==> src/rtl/avg_pkg.sv <==
// =============================================================================
// avg_pkg : shared types and constants for the averaging unit
// Revision: 1.0
// =============================================================================
`default_nettype none

package avg_pkg;

    localparam int unsigned AVG_NOF_BITS       = 32;
    localparam int unsigned AVG_TIMEOUT_CYCLES = 1024;

    typedef enum logic [2:0] {
        ST_IDLE     = 3'd0,
        ST_START    = 3'd1,
        ST_STREAM   = 3'd2,
        ST_WAIT_RES = 3'd3,
        ST_OUT      = 3'd4
    } feeder_state_e;

endpackage

`default_nettype wire

==> src/rtl/avg_in_fifo.sv <==
// =============================================================================
// avg_in_fifo : synchronous FIFO with occupancy count and show-ahead read port
// Revision: 1.0
// =============================================================================
`default_nettype none

module avg_in_fifo
    import avg_pkg::*;
#(
    parameter int NOF_BITS   = AVG_NOF_BITS,
    parameter int FIFO_DEPTH = 16,
    parameter int CNT_W      = $clog2(FIFO_DEPTH + 1)
) (
    input  logic                clk,
    input  logic                rst,
    input  logic                push_i,
    input  logic [NOF_BITS-1:0] push_data_i,
    input  logic                pop_i,
    output logic [NOF_BITS-1:0] pop_data_o,
    output logic [CNT_W-1:0]    count_o
);

    localparam int PTR_W = $clog2(FIFO_DEPTH);

    logic [NOF_BITS-1:0] mem_q [FIFO_DEPTH];
    logic [PTR_W-1:0]    wr_ptr_q;
    logic [PTR_W-1:0]    rd_ptr_q;
    logic [CNT_W-1:0]    count_q;
    logic [CNT_W-1:0]    count_d;

    always_comb begin
        count_d = count_q;
        case ({push_i, pop_i})
            2'b10:   count_d = count_q + CNT_W'(1);
            2'b01:   count_d = count_q - CNT_W'(1);
            default: count_d = count_q;
        endcase
    end

    // Depth is a power of two, so pointers wrap by natural overflow.
    always_ff @(posedge clk or posedge rst) begin
        if (rst) begin
            wr_ptr_q <= '0;
            rd_ptr_q <= '0;
            count_q  <= '0;
        end else begin
            if (push_i) wr_ptr_q <= wr_ptr_q + PTR_W'(1);
            if (pop_i)  rd_ptr_q <= rd_ptr_q + PTR_W'(1);
            count_q <= count_d;
        end
    end

    always_ff @(posedge clk) begin
        if (push_i) mem_q[wr_ptr_q] <= push_data_i;
    end

    assign pop_data_o = mem_q[rd_ptr_q];
    assign count_o    = count_q;

endmodule

`default_nettype wire

==> src/rtl/avg_frame_feeder.sv <==
// =============================================================================
// avg_frame_feeder : buffers a sample stream, cuts it into frames for the
//                    averager and returns the averager result on valid/ready
// Revision: 1.0
// =============================================================================
`default_nettype none

module avg_frame_feeder
    import avg_pkg::*;
#(
    parameter int NOF_BITS   = AVG_NOF_BITS,
    parameter int FIFO_DEPTH = 16,
    parameter int LEN_W      = $clog2(FIFO_DEPTH + 1)
) (
    input  logic                clk,
    input  logic                rst,
    input  logic                in_valid,
    input  logic [NOF_BITS-1:0] in_data,
    output logic                in_ready,
    input  logic [LEN_W-1:0]    frame_len,
    output logic                avg_start,
    output logic                avg_data_first,
    output logic                avg_data_last,
    output logic [NOF_BITS-1:0] avg_data_in,
    input  logic                avg_busy,
    input  logic                avg_done,
    input  logic                avg_TO,
    input  logic [NOF_BITS:0]   avg_data_out,
    output logic                res_valid,
    output logic [NOF_BITS:0]   res_data,
    output logic                res_to,
    input  logic                res_ready
);

    feeder_state_e       state_q;
    logic [LEN_W-1:0]    len_q;
    logic [LEN_W-1:0]    sent_q;
    logic                start_q;
    logic                first_q;
    logic                last_q;
    logic [NOF_BITS-1:0] data_q;
    logic                res_valid_q;
    logic [NOF_BITS:0]   res_data_q;
    logic                res_to_q;

    logic                w_push;
    logic                w_pop;
    logic [NOF_BITS-1:0] w_rd_data;
    logic [LEN_W-1:0]    w_count;
    logic [LEN_W-1:0]    w_len_eff;
    logic                w_launch;

    assign in_ready  = (w_count < LEN_W'(FIFO_DEPTH));
    assign w_push    = in_valid & in_ready;
    assign w_len_eff = (frame_len > LEN_W'(FIFO_DEPTH)) ? LEN_W'(FIFO_DEPTH) : frame_len;
    assign w_launch  = (w_len_eff != '0) && (w_count >= w_len_eff) && !avg_busy;
    // One pop while presenting each sample; START pops the first one.
    assign w_pop     = (state_q == ST_START) || ((state_q == ST_STREAM) && (sent_q != len_q));

    avg_in_fifo #(
        .NOF_BITS   (NOF_BITS),
        .FIFO_DEPTH (FIFO_DEPTH),
        .CNT_W      (LEN_W)
    ) u_fifo (
        .clk         (clk),
        .rst         (rst),
        .push_i      (w_push),
        .push_data_i (in_data),
        .pop_i       (w_pop),
        .pop_data_o  (w_rd_data),
        .count_o     (w_count)
    );

    always_ff @(posedge clk or posedge rst) begin
        if (rst) begin
            state_q     <= ST_IDLE;
            len_q       <= '0;
            sent_q      <= '0;
            start_q     <= 1'b0;
            first_q     <= 1'b0;
            last_q      <= 1'b0;
            data_q      <= '0;
            res_valid_q <= 1'b0;
            res_data_q  <= '0;
            res_to_q    <= 1'b0;
        end else begin
            start_q <= 1'b0;
            case (state_q)
                ST_IDLE: begin
                    if (w_launch) begin
                        len_q   <= w_len_eff;
                        start_q <= 1'b1;
                        state_q <= ST_START;
                    end
                end
                ST_START: begin
                    first_q <= 1'b1;
                    last_q  <= (len_q == LEN_W'(1));
                    data_q  <= w_rd_data;
                    sent_q  <= LEN_W'(1);
                    state_q <= ST_STREAM;
                end
                ST_STREAM: begin
                    first_q <= 1'b0;
                    if (sent_q == len_q) begin
                        last_q  <= 1'b0;
                        data_q  <= '0;
                        state_q <= ST_WAIT_RES;
                    end else begin
                        last_q  <= ((sent_q + LEN_W'(1)) == len_q);
                        data_q  <= w_rd_data;
                        sent_q  <= sent_q + LEN_W'(1);
                    end
                end
                ST_WAIT_RES: begin
                    // A simultaneous done and timeout resolves as done.
                    if (avg_done) begin
                        res_valid_q <= 1'b1;
                        res_data_q  <= avg_data_out;
                        res_to_q    <= 1'b0;
                        state_q     <= ST_OUT;
                    end else if (avg_TO) begin
                        res_valid_q <= 1'b1;
                        res_data_q  <= '0;
                        res_to_q    <= 1'b1;
                        state_q     <= ST_OUT;
                    end
                end
                ST_OUT: begin
                    if (res_ready) begin
                        res_valid_q <= 1'b0;
                        res_data_q  <= '0;
                        res_to_q    <= 1'b0;
                        state_q     <= ST_IDLE;
                    end
                end
                default: state_q <= ST_IDLE;
            endcase
        end
    end

    assign avg_start      = start_q;
    assign avg_data_first = first_q;
    assign avg_data_last  = last_q;
    assign avg_data_in    = data_q;
    assign res_valid      = res_valid_q;
    assign res_data       = res_data_q;
    assign res_to         = res_to_q;

endmodule

`default_nettype wire
==> config.mk <==
export PLATFORM = sky130hd
export DESIGN_NAME = avg_frame_feeder
export DESIGN_NICKNAME = d
export VERILOG_FILES = /design/src/rtl/avg_pkg.sv /design/src/rtl/avg_in_fifo.sv /design/src/rtl/avg_frame_feeder.sv
export SDC_FILE = /design/constraint.sdc
export NUM_CORES = 1
export LEC_CHECK = 0
export CORE_UTILIZATION = 39
export DETAILED_ROUTE_END_ITERATION = 6
export SETUP_SLACK_MARGIN = 0.15
export SYNTH_ARGS = -nofsm -noshare
export SYNTH_HDL_FRONTEND = slang
export SYNTH_HIERARCHICAL = 1
export SYNTH_SLANG_ARGS = --single-unit
==> constraint.sdc <==
create_clock -name clk -period 3.5 [get_ports clk]
set_input_delay 0.7 -clock clk [delete_from_list [all_inputs] [get_ports clk]]
set_output_delay 0.7 -clock clk [all_outputs]
set_load 0.02 [all_outputs]
==> results of run 1 <==
[cells by family (layout without fill, tap and decap cells)]
family | count (synthesis) | count (layout)
AOI/OAI and AO/OA | 159 | 159
buffers and inverters | 79 | 313
xor gates and xnor gates | 20 | 20
DFF | 608 | 608
muxes | 137 | 137
adders and majority gates | 15 | 15
and+or+nand+nor | 187 | 187
[metrics by stage]
step           utilization  total power (W)  cells  hold slack (ns)
6_report            0.4734          0.02340   2212           0.4802
5_1_grt             0.4734          0.02461   2212           0.5118
4_1_cts             0.4734          0.02374   2212           0.4874
3_5_place_dp        0.4409          0.01739   2099           0.4737
3_3_place_gp        0.4409          0.01730   2099           0.4648
2_1_floorplan            -          0.01457   1205           0.4649
[sequential cells by signal (all words and copies together) (netlist names), 3 cells and up]
name,cells
len_q,5
u_fifo/wr_ptr_q,4
u_fifo/count_o,5
sent_q,5
u_fifo/rd_ptr_q,4
avg_data_in,32
state_q,3
res_data,33
u_fifo/mem_q,512
[cells in the final DEF (no fill, tap or decap), types with 17 or more instances in the layout]
cell | netlist | routed
a21oi_1 | 32 | 32
a22o_1 | 35 | 35
a22oi_1 | 64 | 64
and2_2 | 0 | 17
buf_4 | 6 | 27
clkbuf_1 | 37 | 18
clkbuf_16 | 0 | 62
clkdlybuf4s50_1 | 0 | 147
dfrtp_1 | 96 | 94
edfxtp_1 | 512 | 512
mux4_2 | 128 | 128
nand2_1 | 116 | 116
[power groups by stage]
| stage | registers, W | logic (W) | clock network [W] |
|---|---|---|---|
| finish | 0.00943 | 0.00768 | 0.00630 |
| detailed placement | 0.00959 | 0.00781 | 0 |
| global route | 0.00954 | 0.00834 | 0.00673 |
| floorplan | 0.00978 | 0.00479 | 0 |
| CTS | 0.00944 | 0.00785 | 0.00646 |
| global placement | 0.00954 | 0.00776 | 0 |
[routing by layer]
layer / wire length [um] / vias up
met5: 9 / -
met4: 819 / 2
met3: 2849 / 66
met2: 25590 / 334
li1: - / 5234
met1: 22690 / 6360
[worst max-delay path, cell delays in order, from the launching register on]
cell	delay (ns)
dfrtp_1	0.48
nor2b_2	0.22
nor2b_1	0.53
or2_4	0.30
ha_1	0.35
xor2_1	0.19
ha_1	0.19
or4b_1	0.44
o21ai_1	0.11
xor2_1	0.15
[path summary, 6_finish.rpt]
kind	to	slack, ns	cells after the start
worst max-delay path	u_fifo/count_o[4]$_DFFE_PP0P_	0.46	9
worst min-delay path	avg_data_in[19]$_DFFE_PP0N_	0.48	2
worst max register to register	u_fifo/count_o[4]$_DFFE_PP0P_	0.46	9
worst min register to register	avg_data_in[19]$_DFFE_PP0N_	0.48	2
max in group asynchronous	res_data[25]$_DFFE_PP0P_	2.11	3
min in group asynchronous	u_fifo/count_o[0]$_DFFE_PP0P_	0.52	2
[area by class of cell]
type	instances	area (um2)
timing repair buffer	188	1954
inverter	12	47.55
sequential	608	17780
fill	4941	31260
clock inverter	28	241.5
multi-input combinational	518	5415
clock buffer	85	1688
tap	773	967.2
==> flow_summary.yaml, run 1 <==
pwr:
  power_switching_w: 0.007471
  power_density_mw_per_mm2: 832.9
  peakVddDrop_mv: 0.5691
  p_clk_frac: 0.269
  p_leak_nw: 9.527
  swShare: 0.3192
  intPower_w: 0.01593
  p_seq_frac: 0.403
  comb_power_share: 0.328
clock_tree:
  cts.sinks: 608
  numCtsBuffers: 61
  insertion_delay_ns: 0.63
  cts-resized-gates: 0
  clock-root-buffer: "clkbuf_16"
  cts_hold_buf: 0
  htree_levels: 2
  post_cts_buffers: 0
  cts_buffer_depth: 3
  cts.clk_slew.worst_paths_ns: 0.06
  cts_tree: "done"
timing:
  period_needed_ns: 3.041
  slew_violations: 0
  max_slew_margin: 0.3179
  rsz0062_at_grt: "no"
  worstMarginPinSlew_ns: 1.023
  finalSetupViolCount: 0
  hold_violations: 0
  max_freq_mhz: 328.9
  tns_ns: 0
  setup_ws_ns: 0.4592
  fin_worst_skew_ns: 0.01675
  post-route-period-util: 0.8688
global_route:
  use_met2: 0.2901
  grt_max_degree: 56
  grt_pass1_vias: 12516
  grt.overflow.total: 0
  track_usage: 0.1718
  grt_use_met1: 0.2320
  grtUsageMet3: 0.03060
  grt_pass1_wl_um: 77910
  grt_most_used_layer: "met2"
  antenna_found_initial: 1
worst_setup_path:
  crit_type: "reg2reg"
  end_kind: "register"
  required_ns: 4.05
  cp-startpoint: "state_q[2]$_DFFE_PP0P_"
  arrival_ns: 3.59
  path_max_fanout: 9
  r2r-start: "state_q[2]$_DFFE_PP0P_"
  crit_path_start_kind: "register"
routing:
  vias: 11996
  routed_wl_um: 51960
  wire_per_inst_um: 23.49
  ant_nets: 0
  routed_via_density: 5.423
  dr.pass1.iters: 7
  drc: 21
  drtIter0Drc: 835
logic_synthesis:
  ys_ff_latch: 608
  synth-simple-area-share: 0.03642
  ys_seq_area_frac: 0.7553
  synth_compound_area_frac: 0.04918
  synth_top_area_frac: 0.6533
  synth_flop_cell: "edfxtp_1"
  synth_most_common_cell: "edfxtp_1"
  syn_nets: 1297
  ys_async_sr_fraction: 0.1579
  synth.avg_cell_area_um2: 19.53
  syn_inst: 1205
  synth_top_family_by_area: "multiplexers"
  synthXorXnorAreaFrac: 0.007443
  ys_warn_count: 6
  synth_common_cells: "edfxtp_1 (512), mux4_2 (128), nand2_1 (116), dfrtp_1 (96), a22oi_1 (64)"
  syn_area_mm2: 0.02354
  synth_top_area_cell: "edfxtp_1"
  yosysUniqueCellTypes: 50
  synth_edf_count: 512
  synth_fa_ha_area_frac: 0.007974
  muxShareOfSynthArea: 0.1266
  synth_top_cells_by_area: "edfxtp_1 (65%), mux4_2 (12%), dfrtp_1 (10%)"
floorplan:
  row_count: 89
  ios: 148
  die_area_mm2: 0.06133
  die_x_um: 247.7
  start_util: 0.3965
  coreArea_mm2: 0.05935
  die_y_um: 247.7
finish:
  syn_to_final_growth_pct: 19.39
  fin_nets: 1481
  finalInstanceArea_mm2: 0.02810
  num_antenna_cells: 0
  drive_gt1_frac: 0.2071
run_status:
  violations: "design-rule violations"
  status: "finished, violations left"
run:
  maxCapViolations: 0
placement:
  place.gp.congestion: 0.7592
  port-buffer-count: 147
  post-place-ws_ns: 0.3318
  hpwl_um: 30370
  placed_cell_area_mm2: 0.02617
min_path:
  min_from: "avg_data_in[19]$_DFFE_PP0N_"
  min_path_type: "reg2reg"
Power figures use the tool's default switching activity.
==> run 2, diff against run 1 <==
CAP_MARGIN = 20   (was default)
==> results of run 2 <==
Final layout, timing and power as in run 1 (identical DEF).
